`src/rtl/lsu_pkg.sv`:
```
// lsu_pkg: shared definitions for the load/store unit.
//   - funct3 encodings (F3_B/H/W/BU/HU), normalisation of undefined codes to W
//   - FSM state enum, latched-request struct
//   - byte-lane mask constants and helpers for lane offset / lane mask
package lsu_pkg;

  localparam int NUM_LANES = 4;

  localparam logic [2:0] F3_B  = 3'b000;
  localparam logic [2:0] F3_H  = 3'b001;
  localparam logic [2:0] F3_W  = 3'b010;
  localparam logic [2:0] F3_BU = 3'b100;
  localparam logic [2:0] F3_HU = 3'b101;

  localparam logic [NUM_LANES-1:0] LM_B = 4'b0001;
  localparam logic [NUM_LANES-1:0] LM_H = 4'b0011;
  localparam logic [NUM_LANES-1:0] LM_W = 4'b1111;

  typedef enum logic [2:0] {
    S_IDLE, S_RD, S_LDATA, S_WR, S_RMW_RD, S_RMW_MRG, S_RMW_WR
  } state_t;

  typedef struct packed {
    logic        we;
    logic [2:0]  funct3;   // normalised
    logic [1:0]  off;      // byte offset within the word
    logic [31:0] wdata;
  } req_t;

  // Undefined encodings (011, 110, 111) act as a full-word access.
  function automatic logic [2:0] norm_f3(input logic [2:0] f3);
    case (f3)
      F3_B, F3_H, F3_BU, F3_HU: return f3;
      default:                  return F3_W;
    endcase
  endfunction

  // Effective byte offset: halfwords ignore addr[0], words ignore addr[1:0].
  function automatic logic [1:0] eff_off(input logic [2:0] f3, input logic [1:0] off);
    case (f3)
      F3_B, F3_BU: return off;
      F3_H, F3_HU: return {off[1], 1'b0};
      default:     return 2'b00;
    endcase
  endfunction

  function automatic logic [NUM_LANES-1:0] lane_mask(input logic [2:0] f3, input logic [1:0] off);
    case (f3)
      F3_B, F3_BU: return LM_B << eff_off(f3, off);
      F3_H, F3_HU: return LM_H << eff_off(f3, off);
      default:     return LM_W;
    endcase
  endfunction

endpackage

```
`src/rtl/lsu_align.sv`:
```
// lsu_align: combinational data alignment for the LSU.
//   ld_word/funct3/off -> ld_data : extract byte/half/word lane, sign- or zero-extend
//   st_old/st_wdata/funct3/off -> st_word : merge store data into the old word,
//                                           untouched lanes passed through bit-exact
// funct3 is expected already normalised (lsu_pkg::norm_f3).
module lsu_align
  import lsu_pkg::*;
(
  input  logic [31:0] ld_word,
  input  logic [2:0]  funct3,
  input  logic [1:0]  off,
  input  logic [31:0] st_old,
  input  logic [31:0] st_wdata,
  output logic [31:0] ld_data,
  output logic [31:0] st_word
);

  logic [1:0]                     eoff;
  logic [31:0]                    sh;
  logic [31:0]                    rep;
  logic [NUM_LANES-1:0]           mask;
  logic [NUM_LANES-1:0][7:0]      old_l, rep_l, new_l;

  assign eoff = eff_off(funct3, off);
  assign sh   = ld_word >> {eoff, 3'b000};

  always_comb begin
    ld_data = sh;
    case (funct3)
      F3_B:    ld_data = {{24{sh[7]}}, sh[7:0]};
      F3_BU:   ld_data = {24'h0, sh[7:0]};
      F3_H:    ld_data = {{16{sh[15]}}, sh[15:0]};
      F3_HU:   ld_data = {16'h0, sh[15:0]};
      default: ld_data = sh;
    endcase
  end

  // Replicate store data across all lanes; the mask then picks the live lanes.
  always_comb begin
    rep = st_wdata;
    case (funct3)
      F3_B, F3_BU: rep = {4{st_wdata[7:0]}};
      F3_H, F3_HU: rep = {2{st_wdata[15:0]}};
      default:     rep = st_wdata;
    endcase
  end

  assign mask  = lane_mask(funct3, off);
  assign old_l = st_old;
  assign rep_l = rep;

  for (genvar gi = 0; gi < NUM_LANES; gi++) begin : g_lane
    assign new_l[gi] = mask[gi] ? rep_l[gi] : old_l[gi];
  end

  assign st_word = new_l;

endmodule

```
`src/rtl/load_store_unit.sv`:
```
// load_store_unit: RV32 memory-stage LSU in front of a word-wide DataMemory.
//   Request side : req_valid/req_ready handshake, req_we, req_funct3, req_addr, req_wdata
//   Response side: resp_valid (1-cycle pulse), resp_rdata, resp_err
//   Memory side  : MEM_EN, MEM_RW (1=write), MEM_ADDR (word), MEM_DIN, MEM_DOUT
//   CLK rising edge; RST synchronous active-high.
// Loads take 2 cycles, SW 1 cycle, SB/SH 3 cycles (read-modify-write).
// All outputs are registered: the comb process computes next-cycle values.
// Build option: `define MISALIGN_TRAP_EN makes misaligned H/HU/W accesses
// return resp_err=1 without touching memory; otherwise low bits are ignored.
module load_store_unit
  import lsu_pkg::*;
#(
  parameter int MEM_AW = 30
) (
  input  logic              CLK,
  input  logic              RST,
  input  logic              req_valid,
  output logic              req_ready,
  input  logic              req_we,
  input  logic [2:0]        req_funct3,
  input  logic [31:0]       req_addr,
  input  logic [31:0]       req_wdata,
  output logic              resp_valid,
  output logic [31:0]       resp_rdata,
  output logic              resp_err,
  output logic              MEM_EN,
  output logic              MEM_RW,
  output logic [MEM_AW-1:0] MEM_ADDR,
  output logic [31:0]       MEM_DIN,
  input  logic [31:0]       MEM_DOUT
);

  state_t             state, nxt;
  req_t               rq, rq_n;
  logic [31:0]        old_q, old_n;
  logic               n_ready, n_valid, n_err, n_en, n_rw;
  logic [31:0]        n_rdata, n_din;
  logic [MEM_AW-1:0]  n_addr;
  logic [2:0]         f3n;
  logic               mis;
  logic [31:0]        ld_data, st_word;

  lsu_align u_align (
    .ld_word  (MEM_DOUT),
    .funct3   (rq.funct3),
    .off      (rq.off),
    .st_old   (old_q),
    .st_wdata (rq.wdata),
    .ld_data  (ld_data),
    .st_word  (st_word)
  );

  assign f3n = norm_f3(req_funct3);

  always_comb begin
    mis = 1'b0;
`ifdef MISALIGN_TRAP_EN
    mis = ((f3n == F3_H || f3n == F3_HU) && req_addr[0]) ||
          ((f3n == F3_W) && (req_addr[1:0] != 2'b00));
`endif
  end

  always_comb begin
    nxt     = state;
    rq_n    = rq;
    old_n   = old_q;
    n_ready = 1'b0;
    n_valid = 1'b0;
    n_rdata = 32'h0;
    n_err   = 1'b0;
    n_en    = 1'b0;
    n_rw    = 1'b0;
    n_addr  = MEM_ADDR;
    n_din   = MEM_DIN;
    case (state)
      S_IDLE: begin
        n_ready = 1'b1;
        if (req_valid && req_ready) begin
          n_ready = 1'b0;
          rq_n    = '{we: req_we, funct3: f3n, off: req_addr[1:0], wdata: req_wdata};
          if (mis) begin
            // error response straight away, memory untouched
            nxt     = S_LDATA;
            n_valid = 1'b1;
            n_err   = 1'b1;
          end else begin
            n_en   = 1'b1;
            n_addr = req_addr[MEM_AW+1:2];
            if (!req_we) begin
              nxt = S_RD;
            end else if (f3n == F3_W) begin
              nxt     = S_WR;
              n_rw    = 1'b1;
              n_din   = req_wdata;
              n_valid = 1'b1;
            end else begin
              nxt = S_RMW_RD;
            end
          end
        end
      end
      S_RD: begin
        nxt     = S_LDATA;
        n_valid = 1'b1;
        n_rdata = ld_data;
      end
      S_LDATA, S_WR, S_RMW_WR: begin
        nxt     = S_IDLE;
        n_ready = 1'b1;
      end
      S_RMW_RD: begin
        nxt   = S_RMW_MRG;
        old_n = MEM_DOUT;
      end
      S_RMW_MRG: begin
        nxt     = S_RMW_WR;
        n_en    = 1'b1;
        n_rw    = 1'b1;
        n_din   = st_word;
        n_valid = 1'b1;
      end
      default: begin
        nxt     = S_IDLE;
        n_ready = 1'b1;
      end
    endcase
  end

  always_ff @(posedge CLK) begin
    if (RST) begin
      state      <= S_IDLE;
      rq         <= '0;
      old_q      <= 32'h0;
      req_ready  <= 1'b1;
      resp_valid <= 1'b0;
      resp_rdata <= 32'h0;
      resp_err   <= 1'b0;
      MEM_EN     <= 1'b0;
      MEM_RW     <= 1'b0;
      MEM_ADDR   <= '0;
      MEM_DIN    <= 32'h0;
    end else begin
      state      <= nxt;
      rq         <= rq_n;
      old_q      <= old_n;
      req_ready  <= n_ready;
      resp_valid <= n_valid;
      resp_rdata <= n_rdata;
      resp_err   <= n_err;
      MEM_EN     <= n_en;
      MEM_RW     <= n_rw;
      MEM_ADDR   <= n_addr;
      MEM_DIN    <= n_din;
    end
  end

endmodule

```
`config.mk`:
```
export PLATFORM = sky130hd
export DESIGN_NAME = load_store_unit
export DESIGN_NICKNAME = d
export VERILOG_FILES = /design/src/rtl/lsu_pkg.sv /design/src/rtl/lsu_align.sv /design/src/rtl/load_store_unit.sv
export SDC_FILE = /design/constraint.sdc
export NUM_CORES = 1
export LEC_CHECK = 0
export ABC_AREA = 1
export BUFFER_PORTS_ARGS = -buffer_cell sky130_fd_sc_hd__buf_2
export CAP_MARGIN = 20
export CORE_UTILIZATION = 55
export CTS_CLUSTER_DIAMETER = 60
export CTS_CLUSTER_SIZE = 30
export DETAILED_ROUTE_END_ITERATION = 12
export PLACE_DENSITY = 0.95
export RECOVER_POWER = 50
export SYNTH_ARGS = -nofsm -noshare
export SYNTH_HDL_FRONTEND = slang
export SYNTH_SLANG_ARGS = --single-unit
```
`constraint.sdc`:
```
create_clock -name CLK -period 3.3 [get_ports CLK]
set_input_delay 0.495 -clock CLK [delete_from_list [all_inputs] [get_ports CLK]]
set_output_delay 0.495 -clock CLK [all_outputs]
set_load 0.005 [all_outputs]
```
After elaboration in Yosys (flattened, before gate mapping) --
Index checks and enable logic that the tools add are counted.
Operators by class: eq/ne operators 13, shift-type cells 3, muxes and demuxes 28, bitwise logic cells 1, reduce and logical (&&, ||, !) cells 13
Operator list (number):
- 32-bit case mux with 2 select lines | 2
- 32-bit case mux with 4 select lines | 1
- 32-bit 2-to-1 mux | 3
- 8-bit 2-to-1 mux | 4
- 32-bit by 5-bit >> shifter with 32-bit output | 1
- 3-bit == test, second input constant | 6
- 3-bit 2-to-1 mux | 4
- 3-bit case mux with 4 select lines | 1
- 3-bit by 1-bit == test with 1-bit output, second input constant | 3
- 3-bit logical NOT | 3
- 1-bit case mux with 2 select lines | 4
- 4-bit case mux with 2 select lines | 1
- 2-bit OR reduction | 4
- 2-bit != test, second input constant | 3
- 1-bit 2-to-1 mux | 5
- 2-bit 2-to-1 mux | 2
- 2-bit case mux with 2 select lines | 1
- 4-bit AND reduction | 1
- 4-bit OR reduction | 1
- 1-bit by 2-bit << shifter with 4-bit output, first input constant | 1
- 2-bit by 2-bit << shifter with 4-bit output, first input constant | 1
- 3-bit by 2-bit == test with 1-bit output, second input constant | 1
- 3-bit OR reduction | 1
- 2-bit AND reduction | 1
- 3 further kinds | 3
Word-level totals: register bits 170, input port bits 103, output and inout port bits 99, logic and storage cells 70

Longest topological paths before layout --
depth after elaboration 8, gate-level depth with buffers 10, gate-level depth less buffers 8

By module --
From an unflattened synthesis, not the netlist that was laid out.
Second synthesis, totals: cells, all modules 1187, area, all modules 7981.4 um^2
By module, submodules not included:
- load_store_unit | times used 1, cells an instance 888, area an instance 6538.8 um^2, seq. area each 3403.3 um^2
- lsu_align | times used 1, cells an instance 299, area an instance 1442.6 um^2, seq. area each 0.0 um^2

Least setup slack after synthesis --
OpenSTA, ideal clock, no wires.
path type input -> register, start point input port RST, end point register resp_rdata[4], setup time 65 ps, data arrival time 1406 ps, required time 3235 ps, setup slack 1829 ps, stages on the path 5, path buffers 2, cell sequence clkbuf_1 > nor3_2 > clkbuf_1 > o21ai_0 > nor2_1
Between the ends: cells in the longest elaborated chain, start to end 1
RTL lines:
- start, declared | line load_store_unit.sv:16 | input logic RST,
- 2-bit OR reduction (no source line)
- end signal, assigned | line load_store_unit.sv:148 | resp_rdata <= n_rdata;
- end, declared | line load_store_unit.sv:24 | output logic [31:0] resp_rdata,
Every way passes these cells. A chain may end at the register's enable or synchronous reset.

Worst setup path after layout --
start point register state[2], end point register MEM_DIN[2]
Between the ends: cells in the longest elaborated chain, start to end 3, elaborated cells on any way between the ends 8, those cells by class 4 x eq/ne; 1 x mux; 3 x reduce/logical
RTL lines:
- start, declared | line load_store_unit.sv:33 | state_t state, nxt;
- start signal, assigned | line load_store_unit.sv:143 | state <= nxt;
- 3-bit == test or 3-bit logical NOT (tied branches) | line load_store_unit.sv:75 | case (state)
- 2-bit nonzero test (no source line) or 2-bit != test (tied branches)
- 4-bit AND reduction (no source line)
- end signal, assigned | line load_store_unit.sv:153 | MEM_DIN <= n_din;
- end, declared | line load_store_unit.sv:29 | output logic [31:0] MEM_DIN,
Parallel ways exist; a longest one is shown, timed or not.

==> results.py <==
metrics = {
    "run_status": {
        "run_status": "finished, final reports clean",
    },
    "finish": {
        "final_cell_mix": "sky130_fd_sc_hd__o21ai_0 (198), sky130_fd_sc_hd__nand2_1 (172), sky130_fd_sc_hd__dfxtp_1 (170)",
        "layout.core_utilization": 0.682,
        "final_common_cell": "sky130_fd_sc_hd__o21ai_0",
        "post_route_cells_drive_above_1_share": 0.159,
        "total_number_of_nets_in_the_final_design": 1273,
        "areaGrowthSynthToFinish_pct": 20.1,
    },
    "sta": {
        "finalWorstSetupSlack_ns": 0.741,
        "report.final.hold_viol_count": 0,
        "max_clock_freq_mhz": 391,
        "period_minus_slack_ns": 2.56,
        "skew_ns": 0.00669,
        "report.final.slew_viol_count": 0,
        "timing.slew.headroom": 0.256,
        "grt_setup_unrepaired": "no",
        "final-setup-viol-count": 0,
        "worst_pin_slew_ns": 1.11,
        "final.setup.tns_ns": 0,
        "final_min_period_over_clock_period": 0.776,
        "fin_hold_ws_ns": 0.279,
    },
    "power": {
        "leakage_nw": 3.98,
        "max-vdd-ir-drop_v": 0.000362,
        "power_per_cell_area_nw_per_um2": 633,
    },
    "routing": {
        "drt-pass1-iter-count": 5,
        "post-route-drc-count": 0,
        "num_vias": 7600,
        "route.final.wire_length_mm": 21.7,
        "route.antenna.remaining_nets": 0,
        "routedWlPerCell_microns": 16.0,
        "detailedRoute.firstIterationViolations": 920,
        "avgViaCountPerCell": 5.60,
    },
    "yosys": {
        "yosys.area.top_type_share": 0.471,
        "synth.net_count": 1113,
        "synth_seq_cells": 170,
        "netlist_top_cells_area": "sky130_fd_sc_hd__dfxtp_1 (47%), sky130_fd_sc_hd__o21ai_0 (14%), sky130_fd_sc_hd__nand2_1 (8.9%)",
        "synth_top_cell_by_area": "sky130_fd_sc_hd__dfxtp_1",
        "async_reset_ff_frac": 0,
        "dominantRegCellSynth": "sky130_fd_sc_hd__dfxtp_1",
        "synthesis.instances": 1010,
        "avgSynthCellArea_sq_um": 7.16,
        "synthesized_area_sq_um": 7230,
        "post_synth_num_cell_types": 32,
        "synth_edf_count": 0,
        "synth.yosys.warnings": 0,
        "sequential_cell_area_fraction_in_the_yosys_report": 0.471,
    },
    "global_route": {
        "grt_start_max_net_pins": 55,
        "overflow_left_after_global_routing": 0,
        "grt_first_pass_wirelength_mm": 33.2,
        "via_count_of_the_first_global_routing_pass": 6652,
        "globalRouteTotalUtil": 0.319,
        "antenna_found_initial": 0,
    },
    "floorplan": {
        "die_height_microns": 117,
        "chipWidth_microns": 117,
        "row_count": 41,
        "full_die_area_sq_um": 13600,
        "floorplan.initialDensity": 0.568,
        "core_sq_um": 12700,
        "io_pins": 202,
    },
    "worst_setup_path": {
        "crit_path_end_kind": "register",
        "r2r-start": "state[2]$_SDFFE_PP0N_",
        "setup.worst_path.start": "state[2]$_SDFFE_PP0N_",
        "crit_buf_inv": 2,
        "crit_top_cell": "sky130_fd_sc_hd__nand2_1",
        "worstRegToRegCells": 8,
        "cell_family_with_most_cp_delay": "simple AND/OR/NAND/NOR gates",
        "setup.worst_path.class": "register to register",
        "cp-endpoint": "MEM_DIN[2]$_SDFFE_PP0P_",
        "critPathArrivalTime_ns": 2.87,
        "timing.critical_path.from_type": "register",
        "number_of_logic_stages_on_the_critical_path_including_buffering": 8,
        "critical-path-max-stage-delay_ns": 0.80,
        "critical_path.max_fanout": 36,
        "timing.critical_path.cells": "inv_1 > nand2_1 > nor2_1 > nand2_1 > nand2_1 > buf_4 > o21ai_0 > a21oi_1",
        "reg2reg_to": "MEM_DIN[2]$_SDFFE_PP0P_",
        "r2r_slack_ns": 0.74,
        "cpMaxStageDelayCell": "sky130_fd_sc_hd__nand2_1",
        "critPathRequiredTime_ns": 3.61,
    },
    "placed_design": {
        "finalWeightedCongestion": 0.947,
        "dp_hpwl_mm": 15.0,
        "placement.setup.worst_slack_ns": 1.14,
        "port-buffer-count": 200,
    },
    "clocking": {
        "tritoncts.num_buffers": 17,
        "ctsHoldBuffers": 0,
        "clk_path_buf_depth": 2,
        "cts-root-buf": "sky130_fd_sc_hd__clkbuf_16",
        "clkSinkCount": 170,
        "tritoncts": "yes",
        "cts.clk_slew.worst_paths_ns": 0.06,
        "cts.htree.levels": 4,
        "cts.repair_timing.setup_buffer_count": 0,
        "post_cts_resize_count": 0,
        "clk-insertion-delay-late_ns": 0.44,
    },
    "hold_path": {
        "min-delay-path-class": "primary input to register",
    },
    "job": {
        "timing.max_cap.violations": 0,
    },
}
==> Yosys cell counts (2+ instances only) <==
cell type,number
sky130_fd_sc_hd__nor2_8,2
sky130_fd_sc_hd__nand3_2,3
sky130_fd_sc_hd__inv_1,64
sky130_fd_sc_hd__buf_2,17
sky130_fd_sc_hd__a21oi_1,104
sky130_fd_sc_hd__nand2_2,2
sky130_fd_sc_hd__nand3b_1,9
sky130_fd_sc_hd__o21ai_1,15
sky130_fd_sc_hd__nand2_1,171
sky130_fd_sc_hd__nor2_1,153
sky130_fd_sc_hd__dfxtp_1,170
sky130_fd_sc_hd__o211ai_1,9
sky130_fd_sc_hd__nand3_1,22
sky130_fd_sc_hd__clkbuf_1,43
sky130_fd_sc_hd__nor2_2,2
sky130_fd_sc_hd__o21ai_0,198
sky130_fd_sc_hd__buf_4,2
sky130_fd_sc_hd__buf_6,5
sky130_fd_sc_hd__inv_2,6
==> layout make-up <==
cell class              instances  area, sq um
diodes                          1         2.50
clock buffers                  21          460
clock inverters                11          121
fillers                      1099         4040
inverters                      71          267
multi-input cells             700         3230
flip-flops and latches        170         3400
well taps                     172          215
repair buffers                210          986
==> state kept, by name (all words and copies together) (netlist names) <==
signal	cells
req_ready	1
old_q	32
MEM_DIN	32
MEM_ADDR	30
resp_rdata	32
MEM_RW	1
MEM_EN	1
resp_valid	1
rq	37
state	3
==> metrics by stage <==
stage	std cells	instance area, sq um	power, mW
2_1_floorplan	1010	7230	3.18
3_3_place_gp	1323	8200	3.50
3_5_place_dp	1323	8200	3.54
4_1_cts	1355	8790	5.49
5_1_grt	1355	8680	5.75
6_report	1356	8680	5.49
==> how the worst min path moves through the flow <==
stage	endpoint	from	slack, ns	depth (start not counted)
2_1_floorplan	old_q[31]$_SDFFE_PP0P_	old_q[31]$_SDFFE_PP0P_	0.43	2
3_3_place_gp	old_q[31]$_SDFFE_PP0P_	old_q[31]$_SDFFE_PP0P_	0.45	2
3_5_place_dp	old_q[31]$_SDFFE_PP0P_	old_q[31]$_SDFFE_PP0P_	0.45	2
4_1_cts	MEM_ADDR[3]$_SDFFE_PP0P_	req_addr[5]	0.28	3
5_1_grt	MEM_ADDR[3]$_SDFFE_PP0P_	req_addr[5]	0.28	3
6_report	MEM_ADDR[9]$_SDFFE_PP0P_	req_addr[11]	0.28	3
==> logic make-up (layout without fill, tap and decap cells) <==
logic type | count (synthesis) | after routing | synth area share
compound gates | 330 | 330 | 0.234
buf+inv | 140 | 313 | 0.0821
flops | 170 | 170 | 0.471
other cells | 1 | 2 | 0.000519
simple gates | 369 | 369 | 0.212
==> where the power goes <==
part / leakage [nW] / internal (mW) / total [mW] / switching, mW
Clock: 0.271 / 1.15 / 1.97 / 0.819
Combinational: 2.32 / 0.356 / 1.12 / 0.769
Sequential: 1.39 / 2.28 / 2.40 / 0.120
==> metal layers <==
layer,global-route usage,part of all wire,up-vias
met5,0,0,-
met4,0.134,0.032,0
met3,0.0727,0.10,76
met2,0.491,0.46,483
met1,0.431,0.40,3429
li1,-,-,3612
==> worst register-to-register path: stages, from the launching register on <==
cell	delay, ns
sky130_fd_sc_hd__dfxtp_1	0.37
sky130_fd_sc_hd__inv_1	0.13
sky130_fd_sc_hd__nand2_1	0.15
sky130_fd_sc_hd__nor2_1	0.05
sky130_fd_sc_hd__nand2_1	0.80
sky130_fd_sc_hd__nand2_1	0.32
sky130_fd_sc_hd__buf_4	0.33
sky130_fd_sc_hd__o21ai_0	0.21
sky130_fd_sc_hd__a21oi_1	0.07
Note: power is estimated with default switching activity, not from simulation.
